--- src/rtl/ps2_key_fifo.sv ---
// PS/2 scan-code assembler and FIFO: folds E0/F0 prefixes into ext/break flags
// and queues completed codes first-word-fall-through for a consumer.
module ps2_key_fifo #(
  parameter int DEPTH      = 16,
  parameter int KEEP_BREAK = 0
) (
  input  logic                     clock,
  input  logic                     resetn,
  input  logic                     key_pressed,
  input  logic [7:0]               key_data,
  input  logic                     rd_en,
  input  logic                     clr,
  output logic                     out_valid,
  output logic [7:0]               out_code,
  output logic                     out_ext,
  output logic                     out_break,
  output logic [$clog2(DEPTH):0]   count,
  output logic                     full,
  output logic                     overflow
);

  localparam int AW = $clog2(DEPTH);
  localparam logic [AW:0]   FULL_CNT = (AW+1)'(DEPTH);
  localparam logic [AW:0]   CNT_ONE  = (AW+1)'(1);
  localparam logic [AW-1:0] PTR_ONE  = AW'(1);

  // state   | meaning
  // IDLE    | no prefix pending
  // EXT     | E0 seen
  // BRK     | F0 seen
  // EXT_BRK | both E0 and F0 seen
  typedef enum logic [1:0] {IDLE = 2'd0, EXT = 2'd1, BRK = 2'd2, EXT_BRK = 2'd3} state_t;

  state_t          state, state_nx;
  logic            done, done_ext, done_brk;
  logic            is_e0, is_f0;
  logic            live, want, pop, push, drop;
  logic [AW-1:0]   wr_ptr, rd_ptr;
  logic [9:0]      mem [DEPTH];
  logic [9:0]      head;

  assign is_e0 = (key_data == 8'hE0);
  assign is_f0 = (key_data == 8'hF0);

  always_comb begin
    state_nx = state;
    done     = 1'b0;
    done_ext = 1'b0;
    done_brk = 1'b0;
    if (key_pressed) begin
      case (state)
        IDLE: begin
          if (is_e0)      state_nx = EXT;
          else if (is_f0) state_nx = BRK;
          else            done     = 1'b1;
        end
        EXT: begin
          if (is_f0)      state_nx = EXT_BRK;
          else if (!is_e0) begin
            done     = 1'b1;
            done_ext = 1'b1;
            state_nx = IDLE;
          end
        end
        BRK: begin
          if (is_e0)      state_nx = EXT_BRK;
          else if (!is_f0) begin
            done     = 1'b1;
            done_brk = 1'b1;
            state_nx = IDLE;
          end
        end
        default: begin
          if (!is_e0 && !is_f0) begin
            done     = 1'b1;
            done_ext = 1'b1;
            done_brk = 1'b1;
            state_nx = IDLE;
          end
        end
      endcase
    end
  end

  // clr and reset share one flush path; gating push keeps storage untouched too
  assign live      = resetn && !clr;
  assign out_valid = (count != '0);
  assign full      = (count == FULL_CNT);
  assign want      = live && done && ((KEEP_BREAK != 0) || !done_brk);
  assign pop       = live && rd_en && out_valid;
  assign push      = want && (!full || pop);
  assign drop      = want && full && !pop;

  always_ff @(posedge clock) begin
    if (!resetn || clr) begin
      state    <= IDLE;
      wr_ptr   <= '0;
      rd_ptr   <= '0;
      count    <= '0;
      overflow <= 1'b0;
    end else begin
      state <= state_nx;
      if (push) wr_ptr <= wr_ptr + PTR_ONE;
      if (pop)  rd_ptr <= rd_ptr + PTR_ONE;
      if (push && !pop)      count <= count + CNT_ONE;
      else if (pop && !push) count <= count - CNT_ONE;
      if (drop) overflow <= 1'b1;
    end
  end

  always_ff @(posedge clock) begin
    if (push) mem[wr_ptr] <= {key_data, done_ext, done_brk};
  end

  assign head      = mem[rd_ptr];
  assign out_code  = out_valid ? head[9:2] : 8'h00;
  assign out_ext   = out_valid & head[1];
  assign out_break = out_valid & head[0];

endmodule

--- config.mk ---
export PLATFORM = sky130hd
export DESIGN_NAME = ps2_key_fifo
export DESIGN_NICKNAME = d
export VERILOG_FILES = /design/src/rtl/ps2_key_fifo.sv
export SDC_FILE = /design/constraint.sdc
export NUM_CORES = 1
export LEC_CHECK = 0
export BUFFER_PORTS_ARGS = -buffer_cell sky130_fd_sc_hd__buf_2
export CORE_MARGIN = 3
export CORE_UTILIZATION = 45
export CTS_CLUSTER_DIAMETER = 200
export CTS_CLUSTER_SIZE = 24
export DETAILED_ROUTE_END_ITERATION = 16
export PLACE_DENSITY = 0.7
export SETUP_SLACK_MARGIN = 0.2
export SYNTH_ARGS = -nofsm -noshare
export SYNTH_HDL_FRONTEND = slang
export SYNTH_SLANG_ARGS = --single-unit
--- constraint.sdc ---
create_clock -name clock -period 3.3 [get_ports clock]
set_input_delay 0.33 -clock clock [delete_from_list [all_inputs] [get_ports clock]]
set_output_delay 0.33 -clock clock [all_outputs]
set_load 0.01 [all_outputs]
Word-level counts from Yosys, hierarchy flattened
Memories as Yosys holds them, arrays and structs flattened. A register that Yosys moved wholly into a read port is not among the register bits.
Index checks and enable logic that the tools add are counted.
Widths: inputs -> output; s select.

storage, ports and cells
  flip-flop bits (word level) = 16
  RAM bits = 160
  input port bits = 13
  output and inout bits = 18
  memories = 1

operators by class
  add/subtract/negate cells = 4
  equality and inequality tests = 8
  muxes and demuxes = 26
  bitwise gates (word level) = 2
  reduce and logical (&&, ||, !) cells = 28

memories
  name  words  bits a word  rd ports  clocked after memory_dff  wr ports  line  RTL
  mem   16     10           1         1                         1         39    logic [9:0] mem [DEPTH];

operators with widths
  operator             count
  $eq 8x8->1 const B   2
  $mux 2               7
  $logic_and 1x1->1    11
  $mux 1               10
  $mux 5               2
  $ne 3x3->1 const B   3
  $add 4x1->4 const B  2
  $logic_not 1->1      8
  $mux 4               2
  $mux 8               1
  $pmux 1 s2           3
  $pmux 2 s3           1
  $add 5x1->5 const B  1
  $eq 5x5->1 const B   1
  $reduce_and 5->1     1
  $reduce_bool 5->1    1
  $sub 5x1->5 const B  1
  $reduce_bool 4->1    1
  $reduce_or 2->1      2
  $and 1x1->1          2
  $eq 2x1->1 const B   1
  $eq 2x2->1 const B   1
  $logic_not 2->1      1
  $logic_or 1x1->1     2
  $reduce_bool 2->1    1

Logic depth before layout (Yosys ltp)
  word-level depth = 13
  mapped depth = 12
  depth with buffers taken out = 11

Worst setup path after synthesis
Ideal clock, no wire load.

  path type = reg-to-reg
  start = reg count[2]
  end = reg count[4]
  library setup time = 0.116 ns
  data arrival time = 2.576 ns
  data required time = 3.184 ns
  slack = 0.607 ns
  cell stages (with the launch flop) = 13
  buffers on the path = 2
  path through = dfxtp_1 or4_4 buf_6 nor2_4 nor2_2 buf_2 ha_1 inv_1 ha_1 a21oi_1 a211o_1 a211oi_1 a31o_2

between the ends
  longest elaborated chain between the ends = 7
  elaborated cells on any way between the ends = 15
  classes of those cells = add/sub: 2; eq/ne: 1; mux: 2; reduce/logical: 10

RTL lines
  what                                                  line    RTL
  start, declared                                       17      output logic [$clog2(DEPTH):0] count,
  start signal, assigned                                105     if (push && !pop) count <= count + CNT_ONE;
  start signal, assigned                                106     else if (pop && !push) count <= count - CNT_ONE;
  $eq 5x5->1 or $reduce_bool 5->1 (tied branches)       88, 87
  $logic_not 1->1 or $logic_and 1x1->1 (tied branches)  91, 90
  $logic_or 1x1->1 *                                    91      assign push = want && (!full || pop);
  $logic_and 1x1->1 *                                   91
  net push                                              37      logic live, want, pop, push, drop;
  $logic_not 1->1                                       106
  $logic_and 1x1->1                                     106
  $reduce_bool 2->1 (no source line)                    -

Mark *: on every way through the listed nets, which the timed path passes. The rest lies on a longest branch. The select of a mux whose other input is x is not followed.
A chain may end at the register's enable or synchronous reset.

==> impl_metrics.ini <==
[pwr]
power_density_mw_per_mm2 = 545
worst_ir_drop_vdd_mv = 0.433
p_total_mw = 4.55
power.static_leakage_nw = 2.72

[global_routing]
groute.usage.overall_pct = 17.5
antenna_found_initial = 0
grt_remaining_overflow = 0
grt_pass1_wl_mm = 23.0
first_global_vias = 3938
largest_net_degree_at_the_start_of_global_routing = 21

[cells_and_area]
layout.nets = 462
final-instance-count-excl-fill = 663
finalInstanceArea_mm2 = 0.00835
syn2layout_area_growth_pct = 14.5
drive_above_1_share_pct = 29.0
final_design_utilization_pct = 53.7
num-fill-cells = 1248
antenna-diode-count = 0
multi_input_area_mm2 = 0.00200
ff_latch_area_mm2 = 0.00521

[worst_setup_path]
critical_path.most_common_cell = a211oi_1
critical_path.max_fanout = 19
regToRegStartpoint = count[2]
crit_path_top_delay_cell = dfxtp_4
timing.critical_path.from_type = flip-flop
regToRegEndpoint = count[4]
r2r_slack_ns = 0.53
worstPathBufferInverterCount = 1
end_kind = output port
path_delay_family = flip-flops
r2r.worst_path.cells = 10
worstPathCellList = mux4_2 -> nor2b_1 -> a211oi_1 -> a211oi_1 -> buf_2
timing.critical_path.arrival_ns = 2.47
slowest_delay_ns = 0.59
timing_worst_setup_path_type = flip-flop to output port
critical_path_required_ns = 2.97

[yosys]
asyncSetResetFlopFracSynth_pct = 0
synth_commonest_cells = 160 x edfxtp_1, 40 x mux4_2, 21 x a211oi_1
post-synth-top-area-fraction_pct = 65.9
synthFlopType = edfxtp_1
netlist_instances = 391
synth_edf_count = 160
synth-seq-cells = 180
netlist_area_pre_place_mm2 = 0.00729
synth.net_count = 414
yosysTopAreaCell = edfxtp_1
synth.most_common_cell = edfxtp_1
synth-warning-count = 0
synth.yosys.seq_area_share_pct = 71.4
synth_area_leaders = edfxtp_1 66%, mux4_2 12%, dfxtp_1 5.5%, a211oi_1 2.2%, mux2i_1 1.9%
synthesis.area_per_instance_um2 = 18.6
ys_types = 46

[clocking]
post_cts_hold_buffer_count = 0
cts.clk_slew.worst_paths_ns = 0.06
cts_htree_levels = 4
clkSinkCount = 180
cts_tree = done
cts_buffers = 17
clock_latency_ns = 0.42
clock_tree.buffer_depth = 2
cts_root_buffer = clkbuf_16

[timing]
finalSetupViolations = 0
worst_slew_pin_slew_ns = 1.01
unrepaired_setup_endpoints_after_global_routing = false
whs_ns = 0.230
finalMaxSlewViolations = 0
finClkSkew_ns = 0.00907
timing.setup.tns_ns = 0
final_cycle_utilization_of_the_critical_path_pct = 84.8
period_needed_ns = 2.80
fmax_ghz = 0.357
finalHoldViolCount = 0
slew_headroom_pct = 32.2
timing.final.ws_setup_ns = 0.501

[hold_path]
hold_class = primary input to flip-flop
hold_path_startpoint = key_pressed
hold_depth = 3
holdPathEnd = state[0]

[routing]
routed_wl_mm = 14.7
viasPerCell = 5.59
route.antenna.remaining_nets = 0
detail_route.first_pass.iterations = 4
detail_route.wl_per_cell_um = 22.2
drt_iter0_drc = 296
num_vias = 3709
drc = 0

[place]
gp_congestion = 0.774
io_buffers = 30
placement.setup.worst_slack_ns = 0.442
placement.cell_area_mm2 = 0.00780
dp.cells = 631
hpwlAfterDp_mm = 9.37

[flow_run]
max_cap_viol_count = 0

[die]
chipHeight_um = 133
pin_count = 31
core_region_area_mm2 = 0.0155
die_x_um = 133
row_count = 45
die_area_mm2 = 0.0178
initial_utilization_pct = 46.9

[status]
status = complete, no violations
worst min-delay path, stage by stage:
cell	delay [ns]
buf_2	0.13
nand2b_1	0.08
a21oi_1	0.06
area by class of cell:
class	count	area share (%)
clock buffer	19	5.19
clock inverter	13	1.39
inverter	7	0.315
multi-input combinational	183	23.9
sequential	180	62.4
tap	211	3.16
timing repair buffer	50	3.60
per-layer routing:
metal  share of wire, %  track usage, %
met3                5.7            3.36
met4               0.99            5.49
met5                  0               0
met1                 42            23.0
met2                 51            29.7
where the power goes:
part           internal, mW  leakage, nW  total (mW)  switching (mW)
sequential             2.48         1.61        2.49         0.00944
clock                  1.10        0.272        1.89           0.790
combinational        0.0651        0.842       0.170           0.105
cell usage in the layout, fill, tap and decap left out, types with 2 or more instances in the layout:
master     instances
a211oi_1          21
a21oi_1            5
and3_1             7
and4_1             3
and4b_1            2
buf_2             30
buf_4             20
bufinv_16          2
clkbuf_1           2
clkbuf_16         17
clkinv_1           5
clkinv_2           4
clkinv_4           2
dfxtp_1           18
edfxtp_1         160
ha_1               9
inv_1              7
mux2i_1           14
mux4_2            40
nand2_1            7
nand2b_1           3
nand3_1           10
nor2_1            16
nor2b_1           13
nor3_1             2
nor4_4             2
nor4bb_2           2
o211ai_1           2
or4_1              2
or4_4              2
xor2_1             3
how the worst max path moves through the flow:
| stage | from | to | slack, ns | depth (start not counted) |
|---|---|---|---|---|
| finish | flip-flop | out_ext | 0.50 | 5 |
| global placement | key_data[1] | count[4] | 0.54 | 11 |
| detailed placement | key_data[1] | count[4] | 0.44 | 11 |
| CTS | flip-flop | out_ext | 0.22 | 5 |
| global route | flip-flop | out_ext | 0.34 | 5 |
| floorplan | count[2] | count[4] | 0.61 | 12 |
repair_timing:
item | CTS | global route
buffers inserted | 0 | 0
setup endpoints to repair | 0 | 3
gates resized for setup | 0 | 1
flip-flops by register name, indices dropped and copies added, names as in the netlist, named ones only:
signal and cells:
mem 160, count 5, rd_ptr 4, wr_ptr 4, state 2, overflow 1
kinds of logic after synthesis:
kind of cell | after synthesis | synth area share [%]
DFF | 180 | 71.4
xor gates and xnor gates | 4 | 0.481
muxes | 54 | 14.3
adders and majority gates | 10 | 1.82
and+or+nand+nor | 77 | 6.28
buffers and inverters | 28 | 1.84
AOI/OAI and AO/OA | 38 | 3.90
Note: power is estimated with default switching activity, not from simulation.
